`config.mk`:
```
export PLATFORM = sky130hd
export DESIGN_NAME = sound_sequencer_flat
export DESIGN_NICKNAME = d
export VERILOG_FILES = /design/src/rtl/sound_sequencer_if.sv /design/src/rtl/sound_sequencer.sv /design/src/flat_wrapper.sv
export SDC_FILE = /design/constraint.sdc
export NUM_CORES = 1
export LEC_CHECK = 0
export ABC_AREA = 0
export CORE_MARGIN = 2
export CORE_UTILIZATION = 55
export DETAILED_ROUTE_END_ITERATION = 8
export PLACE_DENSITY = 0.79
export SYNTH_ARGS = -nofsm -noshare
export SYNTH_HDL_FRONTEND = slang
export SYNTH_SLANG_ARGS = --single-unit
```
`constraint.sdc`:
```
create_clock -name clk -period 2.9 [get_ports clk]
set_input_delay 0.435 -clock clk [delete_from_list [all_inputs] [get_ports clk]]
set_output_delay 0.435 -clock clk [all_outputs]
set_load 0.005 [all_outputs]
```
`src/rtl/sound_sequencer_if.sv`:
```
// Bus between game logic and the sound sequencer: frame sync and event pulses in,
// tone-generator controls and status out.
interface sound_sequencer_if;
  logic       vsync;
  logic       failure;
  logic       success;
  logic       eat;
  logic       tick;
  logic [7:0] tone_period;
  logic       tone_en;
  logic       tone_restart;
  logic       busy;
  logic [1:0] cur_event;

  modport master (
    output vsync, failure, success, eat, tick,
    input  tone_period, tone_en, tone_restart, busy, cur_event
  );

  modport slave (
    input  vsync, failure, success, eat, tick,
    output tone_period, tone_en, tone_restart, busy, cur_event
  );
endinterface

```
`src/rtl/sound_sequencer.sv`:
```
// Latches game sound events, arbitrates them by fixed priority and plays each as a
// short note sequence on the square-wave tone generator, one note per frame window.
module sound_sequencer #(
  parameter int NOTE_FRAMES = 6,
  parameter int TICK_FRAMES = 4
) (
  input  logic              clk,
  input  logic              rst_n,
  sound_sequencer_if.slave  bus
);

  typedef enum logic [1:0] {IDLE, PLAY, GAP} state_t;

  localparam logic [3:0] NOTE_LAST = 4'(NOTE_FRAMES - 1);
  localparam logic [3:0] TICK_LAST = 4'(TICK_FRAMES - 1);

  state_t     state_reg, state_next;
  logic [3:0] pending_reg, pending_next;
  logic [1:0] note_idx_reg, note_idx_next;
  logic [3:0] frame_cnt_reg, frame_cnt_next;
  logic [7:0] period_reg, period_next;
  logic [1:0] cur_reg, cur_next;
  logic       en_reg, en_next;
  logic       restart_reg, restart_next;
  logic       busy_reg;
  logic       prev_vsync_reg;

  logic       fs;
  logic       tick_ok;
  logic       load;
  logic [1:0] hi_idx;
  logic [3:0] arrive;
  logic [3:0] clr_mask;
  logic [3:0] last_frame;
  logic [1:0] last_note;

  function automatic logic [7:0] note_rom(input logic [1:0] ev, input logic [1:0] idx);
    logic [7:0] p;
    case ({ev, idx})
      4'hC:    p = 8'd150;
      4'hD:    p = 8'd180;
      4'hE:    p = 8'd220;
      4'hF:    p = 8'd250;
      4'h8:    p = 8'd250;
      4'h9:    p = 8'd200;
      4'hA:    p = 8'd150;
      4'hB:    p = 8'd100;
      4'h4:    p = 8'd200;
      4'h5:    p = 8'd120;
      default: p = 8'd100;
    endcase
    return p;
  endfunction

  assign fs = bus.vsync & ~prev_vsync_reg;

  // A tick is only worth keeping when nothing else is playing, queued or arriving.
  assign tick_ok = bus.tick && (state_reg == IDLE) && (pending_reg == 4'd0)
                   && !(bus.failure || bus.success || bus.eat);
  assign arrive  = {bus.failure, bus.success, bus.eat, tick_ok};

  always_comb begin
    hi_idx = 2'd0;
    if (pending_reg[3])      hi_idx = 2'd3;
    else if (pending_reg[2]) hi_idx = 2'd2;
    else if (pending_reg[1]) hi_idx = 2'd1;
  end

  // Loading from IDLE, or preempting a strictly lower-priority sequence.
  assign load = (pending_reg != 4'd0) && ((state_reg == IDLE) || (hi_idx > cur_reg));

  // Loading any non-tick event also discards a queued tick.
  for (genvar gi = 0; gi < 4; gi++) begin : g_clr
    assign clr_mask[gi] = load && ((hi_idx == 2'(gi)) || (gi == 0 && hi_idx != 2'd0));
  end

  assign last_frame = (cur_reg == 2'd0) ? TICK_LAST : NOTE_LAST;
  assign last_note  = (cur_reg == 2'd0) ? 2'd0 : (cur_reg == 2'd1) ? 2'd1 : 2'd3;

  always_comb begin
    state_next     = state_reg;
    pending_next   = (pending_reg & ~clr_mask) | arrive;
    note_idx_next  = note_idx_reg;
    frame_cnt_next = frame_cnt_reg;
    period_next    = period_reg;
    en_next        = en_reg;
    restart_next   = 1'b0;
    cur_next       = cur_reg;
    if (load) begin
      note_idx_next  = 2'd0;
      frame_cnt_next = 4'd0;
      period_next    = note_rom(hi_idx, 2'd0);
      en_next        = 1'b1;
      restart_next   = 1'b1;
      cur_next       = hi_idx;
      state_next     = PLAY;
    end else if (fs) begin
      case (state_reg)
        PLAY: begin
          if (frame_cnt_reg == last_frame) begin
            en_next        = 1'b0;
            frame_cnt_next = 4'd0;
            state_next     = GAP;
          end else begin
            frame_cnt_next = frame_cnt_reg + 4'd1;
          end
        end
        GAP: begin
          if (note_idx_reg != last_note) begin
            note_idx_next  = note_idx_reg + 2'd1;
            period_next    = note_rom(cur_reg, note_idx_reg + 2'd1);
            en_next        = 1'b1;
            restart_next   = 1'b1;
            frame_cnt_next = 4'd0;
            state_next     = PLAY;
          end else begin
            cur_next   = 2'd0;
            state_next = IDLE;
          end
        end
        default: ;
      endcase
    end
  end

  always_ff @(posedge clk or negedge rst_n) begin
    if (!rst_n) begin
      state_reg      <= IDLE;
      pending_reg    <= 4'd0;
      note_idx_reg   <= 2'd0;
      frame_cnt_reg  <= 4'd0;
      period_reg     <= 8'd0;
      cur_reg        <= 2'd0;
      en_reg         <= 1'b0;
      restart_reg    <= 1'b0;
      busy_reg       <= 1'b0;
      prev_vsync_reg <= 1'b0;
    end else begin
      state_reg      <= state_next;
      pending_reg    <= pending_next;
      note_idx_reg   <= note_idx_next;
      frame_cnt_reg  <= frame_cnt_next;
      period_reg     <= period_next;
      cur_reg        <= cur_next;
      en_reg         <= en_next;
      restart_reg    <= restart_next;
      busy_reg       <= (state_next != IDLE);
      prev_vsync_reg <= bus.vsync;
    end
  end

  assign bus.tone_period  = period_reg;
  assign bus.tone_en      = en_reg;
  assign bus.tone_restart = restart_reg;
  assign bus.busy         = busy_reg;
  assign bus.cur_event    = cur_reg;

endmodule

```
`src/flat_wrapper.sv`:
```
// flat-port wrapper written by rule: the top's interface ports become plain ports
module sound_sequencer_flat 
#(
  parameter int NOTE_FRAMES = 6,
  parameter int TICK_FRAMES = 4
)
  (clk, rst_n, bus_vsync, bus_failure, bus_success, bus_eat, bus_tick, bus_tone_period, bus_tone_en, bus_tone_restart, bus_busy, bus_cur_event);
  sound_sequencer_if bus_i ();
  input  logic clk;
  input  logic rst_n;
  input wire logic [$bits(bus_i.vsync)-1:0] bus_vsync;
  input wire logic [$bits(bus_i.failure)-1:0] bus_failure;
  input wire logic [$bits(bus_i.success)-1:0] bus_success;
  input wire logic [$bits(bus_i.eat)-1:0] bus_eat;
  input wire logic [$bits(bus_i.tick)-1:0] bus_tick;
  output wire logic [$bits(bus_i.tone_period)-1:0] bus_tone_period;
  output wire logic [$bits(bus_i.tone_en)-1:0] bus_tone_en;
  output wire logic [$bits(bus_i.tone_restart)-1:0] bus_tone_restart;
  output wire logic [$bits(bus_i.busy)-1:0] bus_busy;
  output wire logic [$bits(bus_i.cur_event)-1:0] bus_cur_event;
  assign bus_i.vsync = bus_vsync;
  assign bus_i.failure = bus_failure;
  assign bus_i.success = bus_success;
  assign bus_i.eat = bus_eat;
  assign bus_i.tick = bus_tick;
  assign bus_tone_period = bus_i.tone_period;
  assign bus_tone_en = bus_i.tone_en;
  assign bus_tone_restart = bus_i.tone_restart;
  assign bus_busy = bus_i.busy;
  assign bus_cur_event = bus_i.cur_event;
  sound_sequencer #(.NOTE_FRAMES(NOTE_FRAMES), .TICK_FRAMES(TICK_FRAMES)) u_core (.clk(clk), .rst_n(rst_n), .bus(bus_i));
endmodule
```
==> key figures, run 1 <==
Status
  • Status: finished, final reports clean

Die
  • Die area: 3310 µm²
  • Initial core utilization: 0.576
  • I/O pin count: 20
  • Die Height: 57.5 µm
  • Core area: 2730 µm²
  • Die width: 57.5 µm
  • FP Rows: 19

Placed design
  • Post-DP Area: 1780 µm²
  • Post-DP HPWL: 2380 µm
  • Port Buf Inserts: 18
  • Final GP Congestion: 0.795

STA
  • Slew headroom: 0.509
  • Unrepaired setup endpoints after global routing: false
  • Highest Clock Rate: 428 MHz
  • Final period util: 0.806
  • Slew Limit Fails: 0
  • Final Skew: 0.00678 ns
  • Fin. Hold Viols: 0
  • Min Clock Period, post-route: 2.34 ns
  • Fin Setup TNS: 0 ns
  • Worst slew pin tran: 0.730 ns
  • Final hold slack: 0.449 ns
  • Endpoints failing setup: 0

Synth
  • Largest family of logic cells by synthesized area: simple AND/OR/NAND/NOR gates
  • EDFF count, synth: 0
  • Synth Area in Adders: 0.127
  • Compound-Gate Fraction of Synth Area: 0.165
  • Post-synth ARST share: 1.00
  • Post-synthesis cell area: 1570 µm²
  • Top cell type's share of synthesized area: 0.397
  • Syn Area/Cell: 9.72 µm²
  • Register area share after synthesis: 0.397
  • Yosys cell types: 44
  • Post-Syn Nets: 185
  • Cells after Synth: 162
  • Post-Synth Simple-Gate Area: 0.175
  • Seq cells post-synth: 25
  • Synth top area cells: dfrtp_1 40%, ha_1 13%, mux2i_1 6.4%, o21ai_0 3.2%, nor2_1 3.1%
  • Synth warn: 0
  • Most used DFF post-synth: dfrtp_1
  • Multiplexer share of the synthesized area: 0.0707
  • Xor/xnor cell area share of the yosys netlist: 0.0111
  • Area leader, netlist: dfrtp_1

Worst hold path
  • Worst hold path type: input pin to async pin

Cells and area
  • Ant. Diodes: 0
  • Max reg flops: 7
  • Final instance area: 1810 µm²
  • Layout cell share with drive strength beyond 1: 0.0663
  • # nets final: 205
  • Area Growth Syn to Fin: 15.2%

Clock tree
  • Clk_lat worst skew: 0.32 ns
  • Clock sink total: 25
  • H-tree level count: 1
  • Clk slew on worst S/H paths: 0.15 ns
  • Postcts setup bufs: 0
  • Post-cts sizing count: 0
  • TritonCTS Buffers: 3
  • Clock Root Buffer: clkbuf_4
  • CTS tree: done
  • Post-CTS Hold Fix Bufs: 0
  • Max clock buf depth: 2

Critical path
  • CP Class: flop to flop
  • Flop2flop setup slack: 0.56 ns
  • Critical path startpoint category: flop
  • Reg2Reg Depth: 9
  • Worst EP required: 3.14 ns
  • R2r endpoint: u_core.frame_cnt_reg[3]$_DFFE_PN0P_
  • Crit end category: flop
  • Reg2reg start: u_core.pending_reg[3]$_DFF_PN0_
  • Critical-path maximum fanout: 9
  • WP data arrival: 2.57 ns

Global routing
  • Grt ovf: 0
  • Initial antenna violation count: 0
  • Vias in the first global route: 1,218
  • Pin count of the biggest net entering global routing: 26
  • GRT Overall Usage: 0.207
  • First-pass GRT wire length: 5440 µm

Route
  • Iter 0 DRT Violations: 11
  • Routed wl met2: 1570 µm
  • Routed WL: 3080 µm
  • DR WL met3: 96 µm
  • Via count: 1,239
  • Post-DRT Antenna Nets: 0
  • Metal-1 WL: 1400 µm
  • Routed WL per cell: 14.5 µm
  • DRC errors left: 0
  • Via-to-Cell Ratio: 5.84
  • Top Metal Used: met4
  • Drt first pass iters: 5

Flow run
  • Max-cap violation count: 0

Power and ir drop
  • Power Density: 880 nW/µm²
  • VDD IR max: 0.591 mV
  • Leakage: 0.769 nW
final cells by class:
cell class	count	area [µm²]
fillers	221	921
multi-input cells	119	867
flip-flops and latches	25	626
repair buffers	22	210
inverters	11	41.3
well taps	31	38.8
clock buffers	3	22.5
clock inverters	1	7.51
worst max-delay path by stage:
stage                                        startpoint                             endpoint  slack, ns  cells past startpoint
floorplan           u_core.bus.cur_event[1]$_DFFE_PN0P_  u_core.bus.cur_event[0]$_DFFE_PN0P_       0.59                      8
detailed placement      u_core.pending_reg[3]$_DFF_PN0_  u_core.frame_cnt_reg[3]$_DFFE_PN0P_       0.58                      9
finish                  u_core.pending_reg[3]$_DFF_PN0_  u_core.frame_cnt_reg[3]$_DFFE_PN0P_       0.56                      9
global placement        u_core.pending_reg[3]$_DFF_PN0_  u_core.frame_cnt_reg[3]$_DFFE_PN0P_       0.71                      9
CTS                     u_core.pending_reg[3]$_DFF_PN0_  u_core.frame_cnt_reg[3]$_DFFE_PN0P_       0.55                      9
global route            u_core.pending_reg[3]$_DFF_PN0_  u_core.frame_cnt_reg[3]$_DFFE_PN0P_       0.35                      9
metrics by stage:
step           power (W)  instances  setup WS [ns]   util
3_5_place_dp     0.00144        208          0.579  0.652
6_report         0.00160        212          0.562  0.663
2_1_floorplan    0.00113        162          0.594      -
4_1_cts          0.00161        212          0.552  0.663
5_1_grt          0.00175        212          0.354  0.663
3_3_place_gp     0.00140        208          0.706  0.652
metal layers:
layer / vias to the layer above / track usage
met5: - / 0
met4: 0 / 0.0432
met3: 2 / 0.0204
met2: 18 / 0.362
met1: 615 / 0.278
li1: 604 / -
worst max-delay path, cell delays in order (launching register included):
cell and delay (ns):
dfrtp_1 0.44, nor2_1 0.21, inv_1 0.15, ha_1 0.31, and3b_1 0.19, a211oi_2 0.26, buf_4 0.20, a31oi_1 0.08
a21o_1 0.18, a22o_1 0.22
synthesized netlist by cell type, drive strengths merged, types with 4 or more instances:
master / n
dfrtp: 25
ha: 16
nor2: 13
nand2: 12
inv: 11
o21ai: 11
mux2i: 10
a21oi: 6
a21o: 5
a31oi: 4
buf: 4
power by group:
group	switching [W]	internal, W	total [W]	leakage, nW
combinational	0.000465	0.000440	0.000905	0.463
sequential	0.0000844	0.000439	0.000523	0.292
clock	0.000115	0.0000527	0.000168	0.0139
cell families (layout without fill, tap and decap cells):
| group | after synthesis | count (layout) |
|---|---|---|
| AO/OA/AOI/OAI | 38 | 38 |
| XOR/XNOR | 2 | 2 |
| adder cells (fa/ha/maj) | 16 | 16 |
| buffers and inverters | 18 | 37 |
| flip-flops | 25 | 25 |
| multiplexers | 11 | 11 |
| other | 1 | 1 |
| AND/OR/NAND/NOR | 51 | 51 |
placed cells by master, fill, tap and decap left out, types with 2 or more instances in the layout:
| master | instances |
|---|---|
| nand2b_1 | 3 |
| nand4_1 | 2 |
| dfrtp_1 | 25 |
| o22a_1 | 2 |
| mux2i_1 | 10 |
| a21o_1 | 5 |
| inv_1 | 11 |
| nor2_1 | 13 |
| nor3_1 | 3 |
| nand3_1 | 2 |
| and3b_1 | 2 |
| a21oi_1 | 6 |
| and2b_1 | 2 |
| ha_1 | 16 |
| a22o_1 | 2 |
| a31oi_1 | 4 |
| nand2_1 | 12 |
| clkdlybuf4s50_1 | 18 |
| buf_4 | 4 |
| clkbuf_4 | 3 |
| o21ai_0 | 10 |
| or2_1 | 2 |
| o211ai_1 | 2 |
| xnor2_1 | 2 |
Power figures use the tool's default switching activity.
==> inputs of run 2 (changes only) <==
==> constraint.sdc (replaced) <==
create_clock -name clk -period 2.3 [get_ports clk]
set_input_delay 0.345 -clock clk [delete_from_list [all_inputs] [get_ports clk]]
set_output_delay 0.345 -clock clk [all_outputs]
set_load 0.005 [all_outputs]
==> run 2 against run 1 <==
Against the previous run:
- utilization rose by 1.6 points
- critical path depth unchanged
- cell count up 1.9%
- count of clock-buffer cells in the layout stayed put
- maximum frequency up 9.8%
- clock power grew 23%
- non-clock buffer count grew 4
- global-route usage is 1.7 points higher
- critical path type unchanged
- critical endpoint is now u_core.frame_cnt_reg[2]$_DFFE_PN0P_
- largest cell class unchanged
==> key figures, run 2 (same netlist as run 1, synthesis figures left out) <==
Route
  • DRC errors left: 0
  • Post-DRT Antenna Nets: 0
  • Routed WL per cell: 14.8 µm
  • Via count: 1,267
  • Drt first pass iters: 7
  • Iter 0 DRT Violations: 51
  • Routed WL: 3200 µm
  • Via-to-Cell Ratio: 5.87

Critical path
  • Max incr delay on CP: 0.44 ns
  • Crit end category: flop
  • Critical-path maximum fanout: 6
  • Cell family with most CP delay: compound AO/OA/AOI/OAI gates
  • CP Class: flop to flop
  • Most used cell, CP: o21ai_0
  • Worst EP required: 2.56 ns
  • Critical-path top delay cell: dfrtp_1
  • Worst setup path start: u_core.pending_reg[3]$_DFF_PN0_
  • CP Buf/Inv Count: 2
  • WP data arrival: 2.39 ns
  • Critical path startpoint category: flop
  • Crit-path cells: nor2_2 > inv_1 > ha_1 > and3b_1 > a211oi_4 > buf_4 > a2111oi_2 > o21ai_0 > o21ai_0
  • Reg2reg start: u_core.pending_reg[3]$_DFF_PN0_

Die
  • Die area: 3310 µm²
  • Initial core utilization: 0.576
  • I/O pin count: 20
  • Die Height: 57.5 µm
  • Die width: 57.5 µm
  • Core area: 2730 µm²
  • FP Rows: 19

Power and ir drop
  • Net Sw Frac: 0.413
  • Leakage: 0.796 nW
  • Tot Pwr: 0.00213 W
  • Sw Pwr: 0.000877 W
  • Internal power: 0.00125 W
  • Flop pwr share: 0.307
  • Clock power frac: 0.097
  • VDD IR max: 0.808 mV
  • Combinational share of power: 0.596
  • Power Density: 1140 nW/µm²

STA
  • Final period util: 0.926
  • Highest Clock Rate: 470 MHz
  • Fin. Hold Viols: 0
  • Unrepaired setup endpoints after global routing: false
  • Min Clock Period, post-route: 2.13 ns
  • Final Skew: 0.00974 ns
  • Worst slew pin tran: 0.833 ns
  • Slew Limit Fails: 0
  • Slew headroom: 0.440
  • Fin Setup TNS: 0 ns
  • Endpoints failing setup: 0
  • Final setup margin: 0.170 ns

Cells and area
  • Filler cell count in the final layout: 208
  • Max reg flops: 7
  • Layout Utilization: 0.679
  • Most frequent cells in the layout: 25 x dfrtp_1, 18 x clkdlybuf4s50_1, 16 x ha_1
  • # nets final: 209
  • Most common cell after layout, fill and taps aside: dfrtp_1
  • Layout cell share with drive strength beyond 1: 0.0973
  • Post-route insts no fill: 216
  • Ant. Diodes: 0
  • Area Growth Syn to Fin: 18.0%

Placed design
  • Port Buf Inserts: 18
  • Dpl cells: 212
  • Post-DP HPWL: 2440 µm
  • DP Worst Slack: 0.0922 ns
  • Final GP Congestion: 0.798

Clock tree
  • TritonCTS Buffers: 3
  • CTS tree: done
  • H-tree level count: 1
  • Clock sink total: 25
  • Clock Root Buffer: clkbuf_4
  • Post-CTS Hold Fix Bufs: 0
  • Clk_lat worst skew: 0.33 ns
  • Clk slew on worst S/H paths: 0.14 ns
  • Max clock buf depth: 2

Global routing
  • GRT Overall Usage: 0.224
  • Initial antenna violation count: 0
  • Pin count of the biggest net entering global routing: 26
  • Grt ovf: 0
  • Vias in the first global route: 1,296
  • First-pass GRT wire length: 5780 µm

Flow run
  • Max-cap violation count: 0

Worst hold path
  • Worst hold path type: input pin to async pin

Status
  • Status: finished, final reports clean
## run 2: cell type report
type | count | area (µm²) | share of cell area
clock buffer | 3 | 22.5 | 0.0121
clock inverter | 1 | 5.00 | 0.00270
inverter | 11 | 41.3 | 0.0222
multi-input combinational | 119 | 883 | 0.476
sequential | 25 | 626 | 0.337
tap | 31 | 38.8 | 0.0209
timing repair buffer | 26 | 240 | 0.129
## run 2: power groups by stage
stage,combinational [W],clock [W],sequential [W]
CTS,0.00122,0.000213,0.000652
floorplan,0.000782,0,0.000643
global placement,0.00116,0,0.000654
detailed placement,0.00122,0,0.000662
finish,0.00127,0.000206,0.000654
global route,0.00140,0.000232,0.000672
## run 2: worst paths after layout
check	endpoint	slack, ns	cells after the start
max	u_core.frame_cnt_reg[2]$_DFFE_PN0P_	0.17	9
min	u_core.bus.tone_restart$_DFF_PN0_	0.35	2
max reg2reg	u_core.frame_cnt_reg[2]$_DFFE_PN0P_	0.17	9
min reg2reg	u_core.bus.tone_period[4]$_DFFE_PN0P_	0.53	1
max in group asynchronous	u_core.pending_reg[2]$_DFF_PN0_	1.70	2
min in group clk	u_core.bus.tone_period[4]$_DFFE_PN0P_	0.53	1
## run 2: per-layer routing
layer	vias to the layer above	track usage	part of all wire
met1	616	0.297	0.45
met5	-	0	0
li1	617	-	-
met4	0	0.0797	0.012
met2	29	0.375	0.51
met3	5	0.0272	0.032
## run 2: repair_timing
action                     CTS  global route
gates resized for setup      0             4
setup endpoints to repair    0             8
setup buffers                0             0
## run 2: stage by stage
stage          hold slack (ns)  instance area, µm²
3_5_place_dp             0.506                1810
6_report                 0.352                1860
2_1_floorplan           0.0494                1580
5_1_grt                  0.368                1860
3_3_place_gp             0.492                1810
4_1_cts                  0.360                1840
==> inputs of run 3 (changes only) <==
--- a/config.mk
+++ b/config.mk
@@ -6,10 +6,11 @@
 export NUM_CORES = 1
 export LEC_CHECK = 0
 export ABC_AREA = 0
-export CORE_MARGIN = 2
+export CORE_MARGIN = 10
 export CORE_UTILIZATION = 55
 export DETAILED_ROUTE_END_ITERATION = 8
 export PLACE_DENSITY = 0.79
+export SLEW_MARGIN = 20
 export SYNTH_ARGS = -nofsm -noshare
 export SYNTH_HDL_FRONTEND = slang
 export SYNTH_SLANG_ARGS = --single-unit
==> run 3 against run 2 <==
Against the previous run:
- first-iteration DRC count grew 45%
- cell area shrank 0.40%
- largest power group unchanged
- largest cell class unchanged
- register-to-register slack gained 0.06 ns
- critical path type unchanged
==> key figures, run 3 (same netlist as run 1, synthesis figures left out) <==
Status
  • Status: finished, final reports clean

Cells and area
  • Most frequent cells in the layout: 25 x dfrtp_1, 18 x clkdlybuf4s50_1, 16 x ha_1
  • # nets final: 210
  • Layout cell share with drive strength beyond 1: 0.0914
  • Most common cell after layout, fill and taps aside: dfrtp_1
  • Ant. Diodes: 0
  • Area of the multi-input gates: 868 µm²
  • Max reg flops: 7
  • FF/Latch Area: 626 µm²
  • Area Growth Syn to Fin: 17.5%
  • Filler cell count in the final layout: 220

Route
  • DRC errors left: 0
  • Post-DRT Antenna Nets: 0
  • Routed WL per cell: 14.9 µm
  • Drt first pass iters: 4
  • Via-to-Cell Ratio: 5.86
  • Routed WL: 3230 µm
  • Via count: 1,272
  • Iter 0 DRT Violations: 74

Die
  • Initial core utilization: 0.571
  • FP Rows: 19
  • I/O pin count: 20
  • Die Height: 73.5 µm
  • Die width: 73.5 µm
  • Core area: 2760 µm²
  • Die area: 5400 µm²

STA
  • Final Skew: 0.00734 ns
  • Min Clock Period, post-route: 2.07 ns
  • Unrepaired setup endpoints after global routing: false
  • Slew headroom: 0.481
  • Final period util: 0.898
  • Fin Setup TNS: 0 ns
  • Endpoints failing setup: 0
  • Fin. Hold Viols: 0
  • Slew Limit Fails: 0
  • Highest Clock Rate: 484 MHz
  • Worst slew pin tran: 0.772 ns
  • Final hold slack: 0.360 ns

Critical path
  • Critical-path maximum fanout: 4
  • Critical path startpoint category: flop
  • Crit end category: flop
  • WP data arrival: 2.29 ns
  • CP Class: flop to flop
  • Crit-path cells: nor2_1 > inv_1 > ha_1 > and3b_1 > a211oi_2 > a31oi_1 > a21o_1 > a22o_1
  • Critical-path top delay cell: dfrtp_1
  • Worst EP required: 2.53 ns
  • Max incr delay on CP: 0.43 ns

Worst hold path
  • Worst hold path type: input pin to async pin

Global routing
  • Pin count of the biggest net entering global routing: 26
  • First-pass GRT wire length: 5680 µm
  • Grt ovf: 0
  • Vias in the first global route: 1,282
  • Initial antenna violation count: 0
  • GRT Overall Usage: 0.125

Power and ir drop
  • Leakage: 0.797 nW
  • Power Density: 1110 nW/µm²
  • VDD IR max: 0.737 mV

Clock tree
  • Clk_lat worst skew: 0.32 ns
  • H-tree level count: 1
  • Postcts setup bufs: 0
  • Clock Root Buffer: clkbuf_4
  • Post-cts sizing count: 0
  • TritonCTS Buffers: 3
  • Max clock buf depth: 2
  • Clk slew on worst S/H paths: 0.14 ns
  • Clock sink total: 25
  • CTS tree: done
  • Post-CTS Hold Fix Bufs: 0

Flow run
  • Max-cap violation count: 0

Placed design
  • Post-DP HPWL: 2470 µm
  • Port Buf Inserts: 18
  • Final GP Congestion: 0.904
## run 3: cell count changes in the layout (fill, tap and decap cells not counted), sizes merged
cell and delta:
buf +1
## run 3: layout make-up
class,count,share of cell area
well taps,31,0.0210
multi-input cells,119,0.470
clock inverters,1,0.00271
clock buffers,3,0.0122
repair buffers,27,0.134
inverters,11,0.0223
flip-flops and latches,25,0.338
## run 3: through the flow
stage	power (W)	area [µm²]	worst slack, ns	instances	util
finish	0.00206	1850	0.234	217	0.671
CTS	0.00207	1850	0.165	217	0.670
global placement	0.00183	1820	0.245	213	0.660
global route	0.00225	1850	0.0330	217	0.671
detailed placement	0.00188	1820	0.186	213	0.660
floorplan	0.00143	1580	0.0680	162	-
## run 3: routing by layer
layer  GRT usage  part of all wire
met5           0                 0
met3      0.0202             0.056
met4      0.0311            0.0096
met1       0.164              0.45
met2       0.208              0.48
## run 3: path summary, 6_finish.rpt
| path | slack (ns) | startpoint | end | depth (start not counted) |
|---|---|---|---|---|
| setup / recovery | 0.23 | u_core.pending_reg[3]$_DFF_PN0_ | u_core.frame_cnt_reg[3]$_DFFE_PN0P_ | 8 |
| hold / removal | 0.36 | rst_n | u_core.bus.tone_period[1]$_DFFE_PN0P_ | 2 |
| setup reg to reg | 0.23 | u_core.pending_reg[3]$_DFF_PN0_ | u_core.frame_cnt_reg[3]$_DFFE_PN0P_ | 8 |
| hold reg to reg | 0.52 | u_core.bus.tone_period[4]$_DFFE_PN0P_ | u_core.bus.tone_period[4]$_DFFE_PN0P_ | 1 |
| max in group asynchronous | 1.69 | rst_n | u_core.pending_reg[3]$_DFF_PN0_ | 2 |
| min in group clk | 0.52 | u_core.bus.tone_period[4]$_DFFE_PN0P_ | u_core.bus.tone_period[4]$_DFFE_PN0P_ | 1 |
## run 3: report_power, final
group          internal [W]  switching (W)
logic              0.000605       0.000610
registers          0.000554      0.0000972
clock network     0.0000651       0.000131
## run 3: worst max-delay path, delay by kind of cell (launching register included)
family,cells,cell delay (ns)
DFF,1,0.43
AOI/OAI and AO/OA,4,0.80
buffers and inverters,1,0.09
adders and majority gates,1,0.29
and+or+nand+nor,2,0.38
